### src/rtl/wb_mem_arbiter_pkg.sv
// Shared definitions for the Wishbone memory arbiter: FSM state encoding,
// port index constants and the streak counter width helper.
package wb_mem_arbiter_pkg;

   // Arbiter FSM states; the grant encodings line up with the one-hot grant_o layout.
   typedef enum logic [1:0] {
      ARB_IDLE    = 2'b00,
      ARB_GRANT_I = 2'b01,
      ARB_GRANT_D = 2'b10
   } arb_state_e;

   // Bit positions of each requester inside grant_o.
   localparam logic [0:0] PORT_I = 1'b0;
   localparam logic [0:0] PORT_D = 1'b1;

   // Instruction fetches always read whole words.
   localparam logic [3:0] SEL_ALL = 4'hF;

   // Counter width able to hold 0..max_streak; never narrower than one bit.
   function automatic int unsigned streak_width(input int unsigned max_streak);
      return (max_streak > 32'd0) ? $clog2(max_streak + 32'd1) : 32'd1;
   endfunction

endpackage

### src/rtl/wb_mem_arbiter_streak_ctr.sv
// Saturating up-counter with synchronous clear; tracks how many data grants
// have been handed out while the instruction port was kept waiting.
module wb_mem_arbiter_streak_ctr
   import wb_mem_arbiter_pkg::*;
#(
   parameter int unsigned W   = 3,
   parameter int unsigned MAX = 4
) (
   input  logic         clk,
   input  logic         rst_n,
   input  logic         clr_i,
   input  logic         inc_i,
   output logic [W-1:0] count_o
);

   localparam logic [W-1:0] MAX_C = W'(MAX);

   logic [W-1:0] count_q;
   logic [W-1:0] count_d;

   // Next count: clear wins over increment, increment stops at MAX.
   always_comb begin
      count_d = count_q;
      if (clr_i) begin
         count_d = '0;
      end else if (inc_i && (count_q != MAX_C)) begin
         count_d = count_q + W'(1);
      end else begin
         count_d = count_q;
      end
   end

   // Counter register.
   always_ff @(posedge clk or negedge rst_n) begin
      if (!rst_n) begin
         count_q <= '0;
      end else begin
         count_q <= count_d;
      end
   end

   assign count_o = count_q;

endmodule

### src/rtl/wb_mem_arbiter.sv
// Two-master Wishbone arbiter in front of a single-port memory. The
// instruction and data ports share the memory; data normally wins a tie,
// but after MAX_D_STREAK back-to-back data wins against a waiting
// instruction request the instruction port is served. Every transfer is
// followed by one IDLE turnaround cycle in which arbitration happens.
module wb_mem_arbiter
   import wb_mem_arbiter_pkg::*;
#(
   parameter int unsigned AW           = 32,
   parameter int unsigned MAX_D_STREAK = 4
) (
   input  logic          clk,
   input  logic          rst_n,
   // instruction port (read-only)
   input  logic [AW-1:0] iwb_adr_i,
   input  logic          iwb_cyc_i,
   input  logic          iwb_stb_i,
   output logic [31:0]   iwb_dat_o,
   output logic          iwb_ack_o,
   // data port
   input  logic [AW-1:0] dwb_adr_i,
   input  logic [31:0]   dwb_dat_i,
   input  logic          dwb_we_i,
   input  logic [3:0]    dwb_sel_i,
   input  logic          dwb_cyc_i,
   input  logic          dwb_stb_i,
   output logic [31:0]   dwb_dat_o,
   output logic          dwb_ack_o,
   output logic          dwb_err_o,
   // shared memory
   output logic [AW-1:0] mem_adr_o,
   output logic [31:0]   mem_dat_o,
   output logic          mem_we_o,
   output logic [3:0]    mem_sel_o,
   output logic          mem_cyc_o,
   output logic          mem_stb_o,
   input  logic [31:0]   mem_dat_i,
   input  logic          mem_ack_i,
   input  logic          mem_err_i,
   // current owner {data, instr}
   output logic [1:0]    grant_o
);

   localparam int unsigned     SW         = streak_width(MAX_D_STREAK);
   localparam logic [SW-1:0]   STREAK_MAX = SW'(MAX_D_STREAK);

   arb_state_e    state_q;
   arb_state_e    state_d;
   logic          rdy_q;
   logic          i_req_s;
   logic          d_req_s;
   logic          streak_inc_s;
   logic          streak_clr_s;
   logic [SW-1:0] d_streak;

   assign i_req_s = iwb_cyc_i & iwb_stb_i;
   assign d_req_s = dwb_cyc_i & dwb_stb_i;

   // Read data goes to both ports; only the owner's ack qualifies it.
   assign iwb_dat_o = mem_dat_i;
   assign dwb_dat_o = mem_dat_i;

   // Holds off arbitration for the first edge after reset release so the
   // earliest grant lands on the second edge with rst_n high.
   always_ff @(posedge clk or negedge rst_n) begin
      if (!rst_n) begin
         rdy_q <= 1'b0;
      end else begin
         rdy_q <= 1'b1;
      end
   end

   // FSM state register.
   always_ff @(posedge clk or negedge rst_n) begin
      if (!rst_n) begin
         state_q <= ARB_IDLE;
      end else begin
         state_q <= state_d;
      end
   end

   // Arbitration and transfer completion; also decides streak count updates.
   always_comb begin
      state_d      = state_q;
      streak_inc_s = 1'b0;
      streak_clr_s = 1'b0;
      case (state_q)
         ARB_IDLE: begin
            if (!i_req_s) begin
               streak_clr_s = 1'b1;
            end else begin
               streak_clr_s = 1'b0;
            end
            if (!rdy_q) begin
               state_d = ARB_IDLE;
            end else if (i_req_s && d_req_s) begin
               if (d_streak == STREAK_MAX) begin
                  state_d      = ARB_GRANT_I;
                  streak_clr_s = 1'b1;
               end else begin
                  state_d      = ARB_GRANT_D;
                  streak_inc_s = 1'b1;
               end
            end else if (i_req_s) begin
               state_d      = ARB_GRANT_I;
               streak_clr_s = 1'b1;
            end else if (d_req_s) begin
               state_d = ARB_GRANT_D;
            end else begin
               state_d = ARB_IDLE;
            end
         end
         ARB_GRANT_I: begin
            // A memory error on a fetch is ignored; only ack or abort ends it.
            if (!iwb_cyc_i || mem_ack_i) begin
               state_d = ARB_IDLE;
            end else begin
               state_d = ARB_GRANT_I;
            end
         end
         ARB_GRANT_D: begin
            if (!dwb_cyc_i || mem_ack_i || mem_err_i) begin
               state_d = ARB_IDLE;
            end else begin
               state_d = ARB_GRANT_D;
            end
         end
         default: begin
            state_d = ARB_IDLE;
         end
      endcase
   end

   // Bus mux: memory follows the owner, acks/err return only to the owner.
   always_comb begin
      mem_adr_o = '0;
      mem_dat_o = 32'h0000_0000;
      mem_we_o  = 1'b0;
      mem_sel_o = 4'h0;
      mem_cyc_o = 1'b0;
      mem_stb_o = 1'b0;
      iwb_ack_o = 1'b0;
      dwb_ack_o = 1'b0;
      dwb_err_o = 1'b0;
      grant_o   = 2'b00;
      case (state_q)
         ARB_GRANT_I: begin
            mem_adr_o       = iwb_adr_i;
            mem_sel_o       = SEL_ALL;
            mem_cyc_o       = iwb_cyc_i;
            mem_stb_o       = iwb_stb_i;
            iwb_ack_o       = iwb_cyc_i & mem_ack_i;
            grant_o[PORT_I] = 1'b1;
         end
         ARB_GRANT_D: begin
            mem_adr_o       = dwb_adr_i;
            mem_dat_o       = dwb_dat_i;
            mem_we_o        = dwb_we_i;
            mem_sel_o       = dwb_sel_i;
            mem_cyc_o       = dwb_cyc_i;
            mem_stb_o       = dwb_stb_i;
            dwb_ack_o       = dwb_cyc_i & mem_ack_i;
            dwb_err_o       = dwb_cyc_i & mem_err_i;
            grant_o[PORT_D] = 1'b1;
         end
         default: begin
            grant_o = 2'b00;
         end
      endcase
   end

   wb_mem_arbiter_streak_ctr #(
      .W   (SW),
      .MAX (MAX_D_STREAK)
   ) u_streak (
      .clk     (clk),
      .rst_n   (rst_n),
      .clr_i   (streak_clr_s),
      .inc_i   (streak_inc_s),
      .count_o (d_streak)
   );

endmodule

### config.mk
export PLATFORM = sky130hd
export DESIGN_NAME = wb_mem_arbiter
export DESIGN_NICKNAME = d
export VERILOG_FILES = /design/src/rtl/wb_mem_arbiter_pkg.sv /design/src/rtl/wb_mem_arbiter_streak_ctr.sv /design/src/rtl/wb_mem_arbiter.sv
export SDC_FILE = /design/constraint.sdc
export NUM_CORES = 1
export LEC_CHECK = 0
export BUFFER_PORTS_ARGS = -buffer_cell sky130_fd_sc_hd__clkbuf_2
export CAP_MARGIN = 5
export CORE_AREA = 2 2 109 111
export CTS_BUF_LIST = sky130_fd_sc_hd__clkbuf_8
export DETAILED_ROUTE_END_ITERATION = 10
export DIE_AREA = 0 0 111 113
export PLACE_DENSITY = 0.58
export RECOVER_POWER = 100
export SETUP_SLACK_MARGIN = 0.1
export SYNTH_ARGS = -nofsm -noshare
export SYNTH_HDL_FRONTEND = slang
export SYNTH_SLANG_ARGS = --single-unit
export TNS_END_PERCENT = 10
### constraint.sdc
create_clock -name clk -period 1.8 [get_ports clk]
set_input_delay 0.36 -clock clk [delete_from_list [all_inputs] [get_ports clk]]
set_output_delay 0.36 -clock clk [all_outputs]
set_load 0.02 [all_outputs]
# Word-level counts from Yosys, hierarchy flattened

Cells that the tools add are included.

$add $sub $neg: 1
Multiply operators: 0
Div/mod/pow operators: 0
Order comparisons: 0
Equal/unequal tests: 4
Shifts and indexed selects: 0
Muxes and demuxes: 31
Bitwise operators: 5
Reductions and logical operators: 9

Operator list:

| kind                | number |
|---|---|
| $pmux 32 s2         | 1 |
| $mux 32             | 1 |
| $mux 1              | 17 |
| $mux 2              | 6 |
| $pmux 4 s2          | 1 |
| $mux 3              | 2 |
| $pmux 2 s3          | 1 |
| $and 1x1->1         | 5 |
| $pmux 1 s2          | 2 |
| $add 3x1->3 const B | 1 |
| $eq 3x3->1 const B  | 1 |
| $logic_or 1x1->1    | 3 |
| $ne 3x3->1 const B  | 1 |
| $eq 2x1->1 const B  | 1 |
| $eq 2x2->1 const B  | 1 |
| $logic_and 1x1->1   | 2 |
| $logic_not 1->1     | 2 |
| $logic_not 2->1     | 1 |
| $reduce_bool 2->1   | 1 |

Register bits: 6
Latch bits: 0
Bits in writable memories: 0
Memory bits (read-only): 0
Bits of input ports: 141
Output and inout port bits: 140
Logic and storage cells: 53
Memories kept: 0

# Longest topological paths before layout

Gate-level depths: netlist of the first run.

Word-level depth: 8
Mapped depth: 6

# Hierarchy

A second synthesis of the first run with hierarchy kept.

Cells, all modules: 233
Area total of the unflattened synthesis: 1,709.1 sq um

By module, submodules not included:

| module                    | times used | cells an instance | area an instance (sq um) | sequential area each (sq um) |
|---|---|---|---|---|
| wb_mem_arbiter            | 1          | 216               | 1,515.2                  | 75.1 |
| wb_mem_arbiter_streak_ctr | 1          | 17                | 193.9                    | 75.1 |

# Worst setup path before layout of the first run

OpenSTA, ideal clock, no wires.

Kind: register to output
Start: reg state_q[0]
End: out mem_adr_o[19]
Arrival: 1.572 ns
Required time: 1.440 ns
Path slack: -0.132 ns
Cell stages (with the launch flop): 7
Cell sequence: dfrtp_1 -> inv_1 -> ha_1 -> buf_2 -> buf_2 -> a22oi_1 -> nor2b_1

Longest elaborated chain between the ends: 2
Elaborated cells on any way between the ends: 3
Those cells by class: 2 x eq/ne; 1 x mux

Ends and longest elaborated chain:

| what                                            | line                  | RTL |
|---|---|---|
| start: declaration                              | wb_mem_arbiter.sv:47  | `arb_state_e state_q;` |
| start signal: assignment                        | wb_mem_arbiter.sv:78  | `state_q <= state_d;` |
| $eq 2x2->1 / $eq 2x1->1 (equally long branches) | wb_mem_arbiter.sv:146 | `case (state_q)` |
| $pmux 32 s2 (*)                                 | wb_mem_arbiter.sv:146 |  |
| end: declaration                                | wb_mem_arbiter.sv:31  | `output logic [AW-1:0] mem_adr_o,` |

Every way passes the cells marked *; elsewhere a longest branch is shown, timed or not.

# Worst setup path after layout of the first run

Start: reg state_q[0]
End: out mem_adr_o[5]

The elaborated chain is that of the path after synthesis.

==> results of run 1 <==
kinds of logic (layout without fill, tap and decap cells):
group,after synthesis,in the layout
multiplexers,1,1
AND/OR/NAND/NOR,90,90
AO/OA/AOI/OAI,44,44
adder cells (fa/ha/maj),6,6
flip-flops,6,6
buffers and inverters,84,212
other,1,2
layer usage:
metal | wire length, µm | global-route usage | vias up
met2 | 3990 | 0.195 | 119
met3 | 650 | 0.0225 | 33
met4 | 272 | 0.0617 | 0
li1 | - | - | 978
met1 | 2940 | 0.113 | 970
met5 | 0 | 0 | -
how the worst max path moves through the flow:
stage	slack (ns)	start	endpoint
6_report	-0.15	state_q[0]	mem_adr_o[5]
5_1_grt	-0.20	state_q[0]	mem_cyc_o
4_1_cts	-0.14	state_q[0]	mem_adr_o[16]
3_5_place_dp	0.01	state_q[1]	mem_cyc_o
3_3_place_gp	0.04	state_q[1]	mem_cyc_o
2_1_floorplan	0.08	state_q[1]	mem_adr_o[10]
layout make-up:
class	count	share of cell area
Tap cell	143	0.0566
Inverter	4	0.00475
Multi-Input combinational cell	142	0.421
Antenna cell	1	0.000791
Clock buffer	3	0.0131
Sequential cell	6	0.0475
Timing Repair Buffer	205	0.456
timing repair:
action	CTS	global route
setup buffers	3	2
hold buffers	1	0
cloned	2	7
hold endpoints to repair	6	0
resized for setup	42	45
pin swaps	2	14
endpoints found under the setup margin	75	76
worst reg2reg max path: stages, from the launching register on:
cell,delay [ns]
dfrtp_1,0.37
inv_1,0.14
ha_4,0.18
nand4b_1,0.08
or4b_1,0.47
nand4_1,0.09
power breakdown:
part           switching (mW)  internal (mW)  leakage, nW
clock network          0.0578          0.144       0.0216
logic                   0.300          0.341         1.36
registers             0.00330          0.140       0.0805
total                   0.361          0.625         1.46
sequential cells by signal, indices dropped and copies added, names as in the netlist:
name and cells:
state_q 2, rdy_q 1, u_streak.count_o 3
stage by stage:
step	setup TNS, ns	hold slack [ns]	setup WS (ns)
floorplan	0	0.0644	0.0815
global placement	0	0.195	0.0407
detailed placement	0	0.195	0.0117
CTS	-5.02	0.434	-0.144
global route	-10.28	0.460	-0.204
finish	-5.91	0.437	-0.146
cells in the mapped netlist:
library cell | count | area (µm²)
buf_4 | 64 | 480
nor2b_1 | 38 | 238
a22oi_1 | 34 | 255
and2_1 | 34 | 213
clkbuf_1 | 10 | 37.5
a21oi_1 | 6 | 30.0
dfrtp_1 | 6 | 150
ha_1 | 6 | 75.1
buf_2 | 4 | 20.0
inv_1 | 4 | 15.0
and3_1 | 2 | 12.5
buf_1 | 2 | 7.51
nand2_1 | 2 | 7.51
nand3_1 | 2 | 10.0
nand4_1 | 2 | 12.5
nand4b_1 | 2 | 17.5
a21o_1 | 1 | 7.51
a22o_1 | 1 | 8.76
and3_2 | 1 | 7.51
and4b_1 | 1 | 10.0
conb_1 | 1 | 3.75
mux2_1 | 1 | 11.3
nand2_2 | 1 | 6.26
nand2b_1 | 1 | 6.26
nand3b_1 | 1 | 7.51
nor2_1 | 1 | 3.75
nor3b_1 | 1 | 7.51
o2111ai_1 | 1 | 8.76
o21ai_0 | 1 | 5.00
or4b_1 | 1 | 10.0
==> reports/metrics.cfg, run 1 <==
[run_status]
outcome=finished, violations left
violations=setup timing

[floorplan]
rows=39
die-area_um2=12500
initial_core_util=0.150
ios=281
die_x_um=111
fp.dieH_um=113
coreArea_um2=11300

[worst_setup_path]
worst-path-buf-inv=3
critPathRequiredTime_ns=1.44
cp_max_fo=8
reg2reg_from=state_q[0]
start_kind=flop
crit_chain=buf_4 -> ha_4 -> clkbuf_16 -> a22oi_1 -> nor2b_2 -> buf_4
arrival_ns=1.59
cp_num_cells=6
endpoint_kind=primary output
crit_slowest_cell=dfrtp_1
critical_path.most_common_cell=buf_4
worstReg2RegEnd=u_streak.count_o[2]
crit_family=buffers and inverters
max_stage_delay_ns=0.37
r2r_cells=5
reg2reg_slack_ns=0.40
timing_worst_setup_path_type=reg -> out

[route]
drc=0
routed_wl_um=7850
viasPerCell=4.17
ant_nets=0
drt_iter0_drc=61
vias=2100
wl_per_cell_um=15.6
detail_route.first_pass.iterations=4

[sta]
hold_viol=0
rsz0062_at_grt=true
fin_ws_ns=-0.146
drv_slew=0
setup_viol=74
fin_crit_ns=1.95
fin_crit_sh=1.08
clock.fmax_ghz=0.514
skew_ns=0.00115

[yosys]
synth_top_family_by_area=simple AND/OR/NAND/NOR gates
yosys.area_share.simple=0.338
syn_inst=232
synth_seq_cells=6
synth_mux_area_frac=0.00668
syn_avg_cell_area_um2=7.26
netlist_area_um2=1690
synthAdderAreaFrac=0.0445
synth-seq-area-share=0.0891
yosysWarnings=0
ys_types=30
synth-compound-area-share=0.187
synth_xor_area_frac=0
syn-num-nets=379

[cts]
root_buffer=clkbuf_8
clk_pin_slew_ns=0.03
clockBufferDepth=2
clk-insertion-delay-late_ns=0.23
cts_sinks=6
cts_tree=built
htree_num_levels=1
numCtsBuffers=3

[pwr]
peakVddDrop_uv=315
p_leak_nw=1.46
power_mw=0.986
power-per-cell-area_nw_per_um2=312

[global_routing]
grt_max_degree=48
grt_pass1_wl_um=10800
gr-usage-all-layers=0.107
antenna_found_initial=1
grt_pass1_vias=2137
grt_remaining_overflow=0

[hold_path]
hp-class=in -> reg
hp-start=mem_err_i
min_path_cells=4
hold_path_end=state_q[1]

[cells_and_area]
final_cells=504
final_layout_size_suffix_gt1_frac=0.764
final_util=0.281
nFillCells=1210
multi_input_area_um2=1330
design_area_um2=3160
fin_nets=509
final_cell_mix=158 x clkbuf_2, 34 x and2_1, 21 x nor2b_4, 21 x a22oi_2, 17 x nor2b_2
ff_latch_area_um2=150
final_common_cell=clkbuf_2
syn2layout_area_growth_pct=87.7

[placed_design]
portBuffers=184
placedInstanceArea_um2=2540
gp_congestion=0.867
dp_hpwl_um=5420
numPlacedInstances=485

[flow_run]
drv_cap=0

No activity file was read; power rests on OpenSTA's default activity.
==> run 2: changes to the inputs <==
--- a/config.mk
+++ b/config.mk
@@ -7,12 +7,10 @@
 export LEC_CHECK = 0
 export BUFFER_PORTS_ARGS = -buffer_cell sky130_fd_sc_hd__clkbuf_2
 export CAP_MARGIN = 5
-export CORE_AREA = 2 2 109 111
-export CTS_BUF_LIST = sky130_fd_sc_hd__clkbuf_8
+export CORE_AREA = 2 2 108 110
 export DETAILED_ROUTE_END_ITERATION = 10
-export DIE_AREA = 0 0 111 113
+export DIE_AREA = 0 0 110 112
 export PLACE_DENSITY = 0.58
-export RECOVER_POWER = 100
 export SETUP_SLACK_MARGIN = 0.1
 export SYNTH_ARGS = -nofsm -noshare
 export SYNTH_HDL_FRONTEND = slang
==> reports/metrics.cfg, run 2 (synthesized netlist as in run 1, its figures left out) <==
[run_status]
outcome=finished, violations left
violations=setup timing

[worst_setup_path]
timing_worst_setup_path_type=reg -> out
worstReg2RegEnd=u_streak.count_o[2]
critPathRequiredTime_ns=1.44  ; about the same
worst-path-buf-inv=3  ; unchanged
crit_family=buffers and inverters
critical_path.most_common_cell=buf_4
max_stage_delay_ns=0.37  ; about the same
r2r_cells=5  ; unchanged
reg2reg_slack_ns=0.40  ; about the same
critPathLaunch=state_q[0]
start_kind=flop
arrival_ns=1.57  ; -0.02 ns
cp_max_fo=8  ; unchanged
endpoint_kind=primary output
reg2reg_from=state_q[1]
crit_slowest_cell=dfrtp_1
crit_chain=buf_4 -> ha_4 -> clkbuf_16 -> a22oi_2 -> nor2b_4 -> buf_4

[global_routing]
grt_pass1_wl_um=10400  ; -4.0%
met2_usage=0.225  ; +0.0294
grt_busiest_layer=met2
gr-usage-all-layers=0.108  ; +0.00129
antenna_found_initial=0  ; -1
grt_pass1_vias=2100  ; -1.7%
grt_use_met3=0.00820  ; -0.0143
grt_max_degree=33  ; -31%
grt_remaining_overflow=0  ; unchanged
grt_use_met1=0.105  ; -0.00875

[cells_and_area]
fin_nets=505  ; -0.79%
final_cell_mix=108 x clkbuf_2, 36 x clkbuf_8, 26 x a22oi_2
final_layout_size_suffix_gt1_frac=0.817  ; +0.0535
syn2layout_area_growth_pct=114
design_area_um2=3600  ; +14%
final_common_cell=clkbuf_2
largest_reg_flops=3  ; unchanged
antenna_cells=0  ; -1
nFillCells=1136  ; -6.1%
final_util=0.322  ; +0.0419
final_cells=499  ; -0.99%

[route]
wl_per_cell_um=15.2  ; -2.1%
drt_iter0_drc=60  ; -1.6%
vias=2035  ; -3.1%
detail_route.first_pass.iterations=4  ; unchanged
ant_nets=0  ; unchanged
drc=0  ; unchanged
routed_wl_um=7610  ; -3.1%
viasPerCell=4.08  ; -2.1%

[pwr]
power-per-cell-area_nw_per_um2=329  ; +5.6%
power_mw=1.19  ; +20%
p_leak_nw=1.58  ; +8.2%
peakVddDrop_uv=489  ; +55%

[sta]
clock.fmax_ghz=0.519  ; +0.97%
hold_viol=0  ; unchanged
setup_viol=66  ; -11%
drv_slew=0  ; unchanged
fin_crit_sh=1.07  ; -0.0104
fin_crit_ns=1.93  ; -0.0186 ns
hold-worst-slack_ns=0.431  ; -0.00630 ns
rsz0062_at_grt=true
tns_ns=-4.70  ; +1.21 ns
fin_ws_ns=-0.128  ; +0.0186 ns
skew_ns=0.000804  ; -0.000344 ns

[floorplan]
ios=281  ; unchanged
die-area_um2=12300  ; -1.8%
fp.dieH_um=112  ; -0.88%
rows=39  ; unchanged
die_x_um=110  ; -0.90%
coreArea_um2=11200  ; -0.87%
initial_core_util=0.151  ; +0.00131

[hold_path]
hp-class=in -> reg
min_path_cells=4  ; unchanged
hp-start=mem_err_i
hold_path_end=state_q[1]

[placed_design]
numPlacedInstances=485  ; unchanged
dp_hpwl_um=5000  ; -7.8%
portBuffers=184  ; unchanged
gp_congestion=0.833  ; -4.0%
place_ws_ns=0.0368  ; +0.0251 ns
placedInstanceArea_um2=2540  ; unchanged

[cts]
numCtsBuffers=3  ; unchanged
clk_pin_slew_ns=0.03  ; about the same
root_buffer=clkbuf_16
clk-insertion-delay-late_ns=0.23  ; about the same
cts_tree=built
cts_sinks=6  ; unchanged
clockBufferDepth=2  ; unchanged
htree_num_levels=1  ; unchanged

[flow_run]
drv_cap=0  ; unchanged

==> run 2: cell types whose count changed in the layout (fill, tap and decap cells not counted), moves of 2 or more <==
cell      delta
a22oi_1      -5
a22oi_2      +5
and2_1      -14
and2_4      +14
buf_4        +5
buf_6        +8
buf_8       +10
clkbuf_2    -50
clkbuf_4     -2
clkbuf_8    +24
==> run 2: how the worst max path moves through the flow <==
stage                          to  slack, ns  cells after the start
global route        mem_adr_o[14]      -0.20                      6
global placement    mem_adr_o[26]       0.09                      6
detailed placement  mem_adr_o[13]       0.04                      6
CTS                 mem_adr_o[27]      -0.10                      6
floorplan           mem_adr_o[10]       0.08                      5
finish              mem_adr_o[14]      -0.13                      6
==> run 2: tightest hold or removal path, stage by stage <==
cell	delay, ns
clkbuf_2	0.08
nor2_1	0.03
nand3_1	0.07
a21oi_1	0.06
==> run 2: timing repair <==
action | 4_1_cts | 5_1_grt
setup buffers | 3 | 1
gates cloned | 3 | 3
pin swaps | 8 | 20
resized for setup | 140 | 93
hold buffers | 1 | 0
hold endpoints to repair | 6 | 0
endpoints found under the setup margin | 75 | 76
==> run 2: per-layer routing <==
metal / share of wire / up-vias
met5: 0 / -
met4: 0.021 / 0
met3: 0.066 / 24
met2: 0.58 / 90
met1: 0.33 / 953
li1: - / 968
==> run 2: layout make-up <==
type / instances / area, µm² / area share
flip-flops and latches: 6 / 150 / 0.0417
inverters: 4 / 15.0 / 0.00417
multi-input cells: 142 / 1380 / 0.384
clock buffers: 3 / 75.1 / 0.0208
repair buffers: 201 / 1800 / 0.500
well taps: 143 / 179 / 0.0497
==> run 2: where the power goes <==
part | internal, mW | total, mW | switching, mW
combinational | 0.381 | 0.682 | 0.301
sequential | 0.140 | 0.144 | 0.00425
clock | 0.285 | 0.361 | 0.0755
==> run 3: changes to the inputs <==
--- a/config.mk
+++ b/config.mk
@@ -5,7 +5,7 @@
 export SDC_FILE = /design/constraint.sdc
 export NUM_CORES = 1
 export LEC_CHECK = 0
-export BUFFER_PORTS_ARGS = -buffer_cell sky130_fd_sc_hd__clkbuf_2
+export BUFFER_PORTS_ARGS = -buffer_cell sky130_fd_sc_hd__buf_2
 export CAP_MARGIN = 5
 export CORE_AREA = 2 2 108 110
 export DETAILED_ROUTE_END_ITERATION = 10
==> reports/metrics.cfg, run 3 (synthesized netlist as in run 1, its figures left out) <==
[run_status]
outcome=finished, violations left
violations=setup timing

[cts]
numCtsBuffers=3  ; unchanged
root_buffer=clkbuf_16
cts_tree=built
clk-insertion-delay-late_ns=0.23  ; about the same
clk_pin_slew_ns=0.04  ; about the same
htree_num_levels=1  ; unchanged
clockBufferDepth=2  ; unchanged
cts_sinks=6  ; unchanged

[sta]
fin_crit_sh=1.08  ; +0.00800
fin_crit_ns=1.94  ; +0.0144 ns
hold-worst-slack_ns=0.435  ; +0.00461 ns
fin_ws_ns=-0.142  ; -0.0144 ns
hold_viol=0  ; unchanged
setup_viol=73  ; +11%
tns_ns=-6.71  ; -2.01 ns
skew_ns=0.00346  ; +0.00266 ns
clock.fmax_ghz=0.515  ; -0.74%
drv_slew=0  ; unchanged
rsz0062_at_grt=true

[route]
viasPerCell=4.23  ; +3.7%
routed_wl_um=7880  ; +3.6%
ant_nets=0  ; unchanged
drc=0  ; unchanged
drt_iter0_drc=52  ; -13%
vias=2118  ; +4.1%
routed.top_layer=met4
wl_met1_um=2640  ; +4.1%
wl_met3_um=550  ; +10%
detail_route.first_pass.iterations=4  ; unchanged
wl_per_cell_um=15.7  ; +3.2%
wl_met2_um=4490  ; +1.8%

[global_routing]
grt_max_degree=47  ; +42%
grt_pass1_wl_um=9790  ; -5.5%
grt_remaining_overflow=0  ; unchanged
antenna_found_initial=0  ; unchanged
gr-usage-all-layers=0.0994  ; -0.00838
grt_pass1_vias=2072  ; -1.3%

[hold_path]
hp-class=in -> reg

[cells_and_area]
final_cell_mix=111 x buf_2, 54 x buf_6, 34 x a22oi_2
largest_reg_flops=3  ; unchanged
nFillCells=1176  ; +3.5%
syn2layout_area_growth_pct=109
final_layout_size_suffix_gt1_frac=0.894  ; +0.0764
final_util=0.315  ; -0.00717
antenna_cells=0  ; unchanged
design_area_um2=3520  ; -2.2%
fin_nets=507  ; +0.40%
final_common_cell=buf_2

[floorplan]
coreArea_um2=11200  ; unchanged
initial_core_util=0.151  ; unchanged
fp.dieH_um=112  ; unchanged
ios=281  ; unchanged
die-area_um2=12300  ; unchanged
die_x_um=110  ; unchanged
rows=39  ; unchanged

[placed_design]
dp_hpwl_um=5020  ; +0.45%
placedInstanceArea_um2=2540  ; unchanged
portBuffers=184  ; unchanged
gp_congestion=0.835  ; +0.29%
place_ws_ns=0.0312  ; -0.00558 ns

[pwr]
peakVddDrop_uv=511  ; +4.5%
power-per-cell-area_nw_per_um2=343  ; +4.2%
p_leak_nw=1.54  ; -2.3%

[worst_setup_path]
critPathRequiredTime_ns=1.44  ; about the same
endpoint_kind=primary output
cp_max_fo=14  ; +6
start_kind=flop
arrival_ns=1.58  ; about the same
timing_worst_setup_path_type=reg -> out

[flow_run]
drv_cap=0  ; unchanged

==> run 3: what timing repair did <==
item | 4_1_cts | 5_1_grt
pin swaps | 2 | 4
endpoints found under the hold margin | 6 | 0
hold buffers | 1 | 0
endpoints found under the setup margin | 75 | 75
gates resized for setup | 110 | 94
gates cloned | 1 | 5
setup buffers | 2 | 4
==> run 3: layer usage <==
metal | up-vias | global-route usage
met5 | - | 0
met4 | 0 | 0.0473
met3 | 31 | 0.0123
met2 | 91 | 0.199
met1 | 1023 | 0.0961
li1 | 973 | -
==> run 3: cell type report <==
cell class              count  area, µm²  area share
multi-input cells         142       1480       0.419
repair buffers            203       1630       0.462
clock buffers               3       75.1      0.0213
flip-flops and latches      6        150      0.0426
inverters                   4       15.0     0.00426
well taps                 143        179      0.0508
==> run 3: final timing paths <==
path | start | to | slack, ns | cells past startpoint
worst max-delay path | state_q[1] | mem_adr_o[10] | -0.14 | 6
worst min-delay path | mem_err_i | state_q[1] | 0.44 | 4
worst max register to register | state_q[1] | u_streak.count_o[2] | 0.42 | 5
worst min register to register | u_streak.count_o[1] | u_streak.count_o[1] | 0.54 | 1
max in group asynchronous | rst_n | u_streak.count_o[1] | 1.17 | 2
min in group asynchronous | rst_n | rdy_q | 0.48 | 2
==> run 3: per-stage QoR <==
stage	std cells	power (mW)
floorplan	232	0.624
global placement	485	0.626
detailed placement	485	0.637
CTS	492	1.09
global route	501	1.27
finish	501	1.21
==> run 3: report_power, final <==
part           total (mW)  switching [mW]  internal, mW
Sequential          0.144         0.00396         0.140
Combinational       0.697           0.314         0.383
Clock               0.368          0.0824         0.286
Total                1.21           0.400         0.809
==> run 3: critical path: stages, from the launching register on <==
cell       delay (ns)
dfrtp_1          0.39
buf_6            0.13
ha_4             0.21
clkbuf_16        0.20
a22oi_2          0.22
nor2b_4          0.06
buf_6            0.13
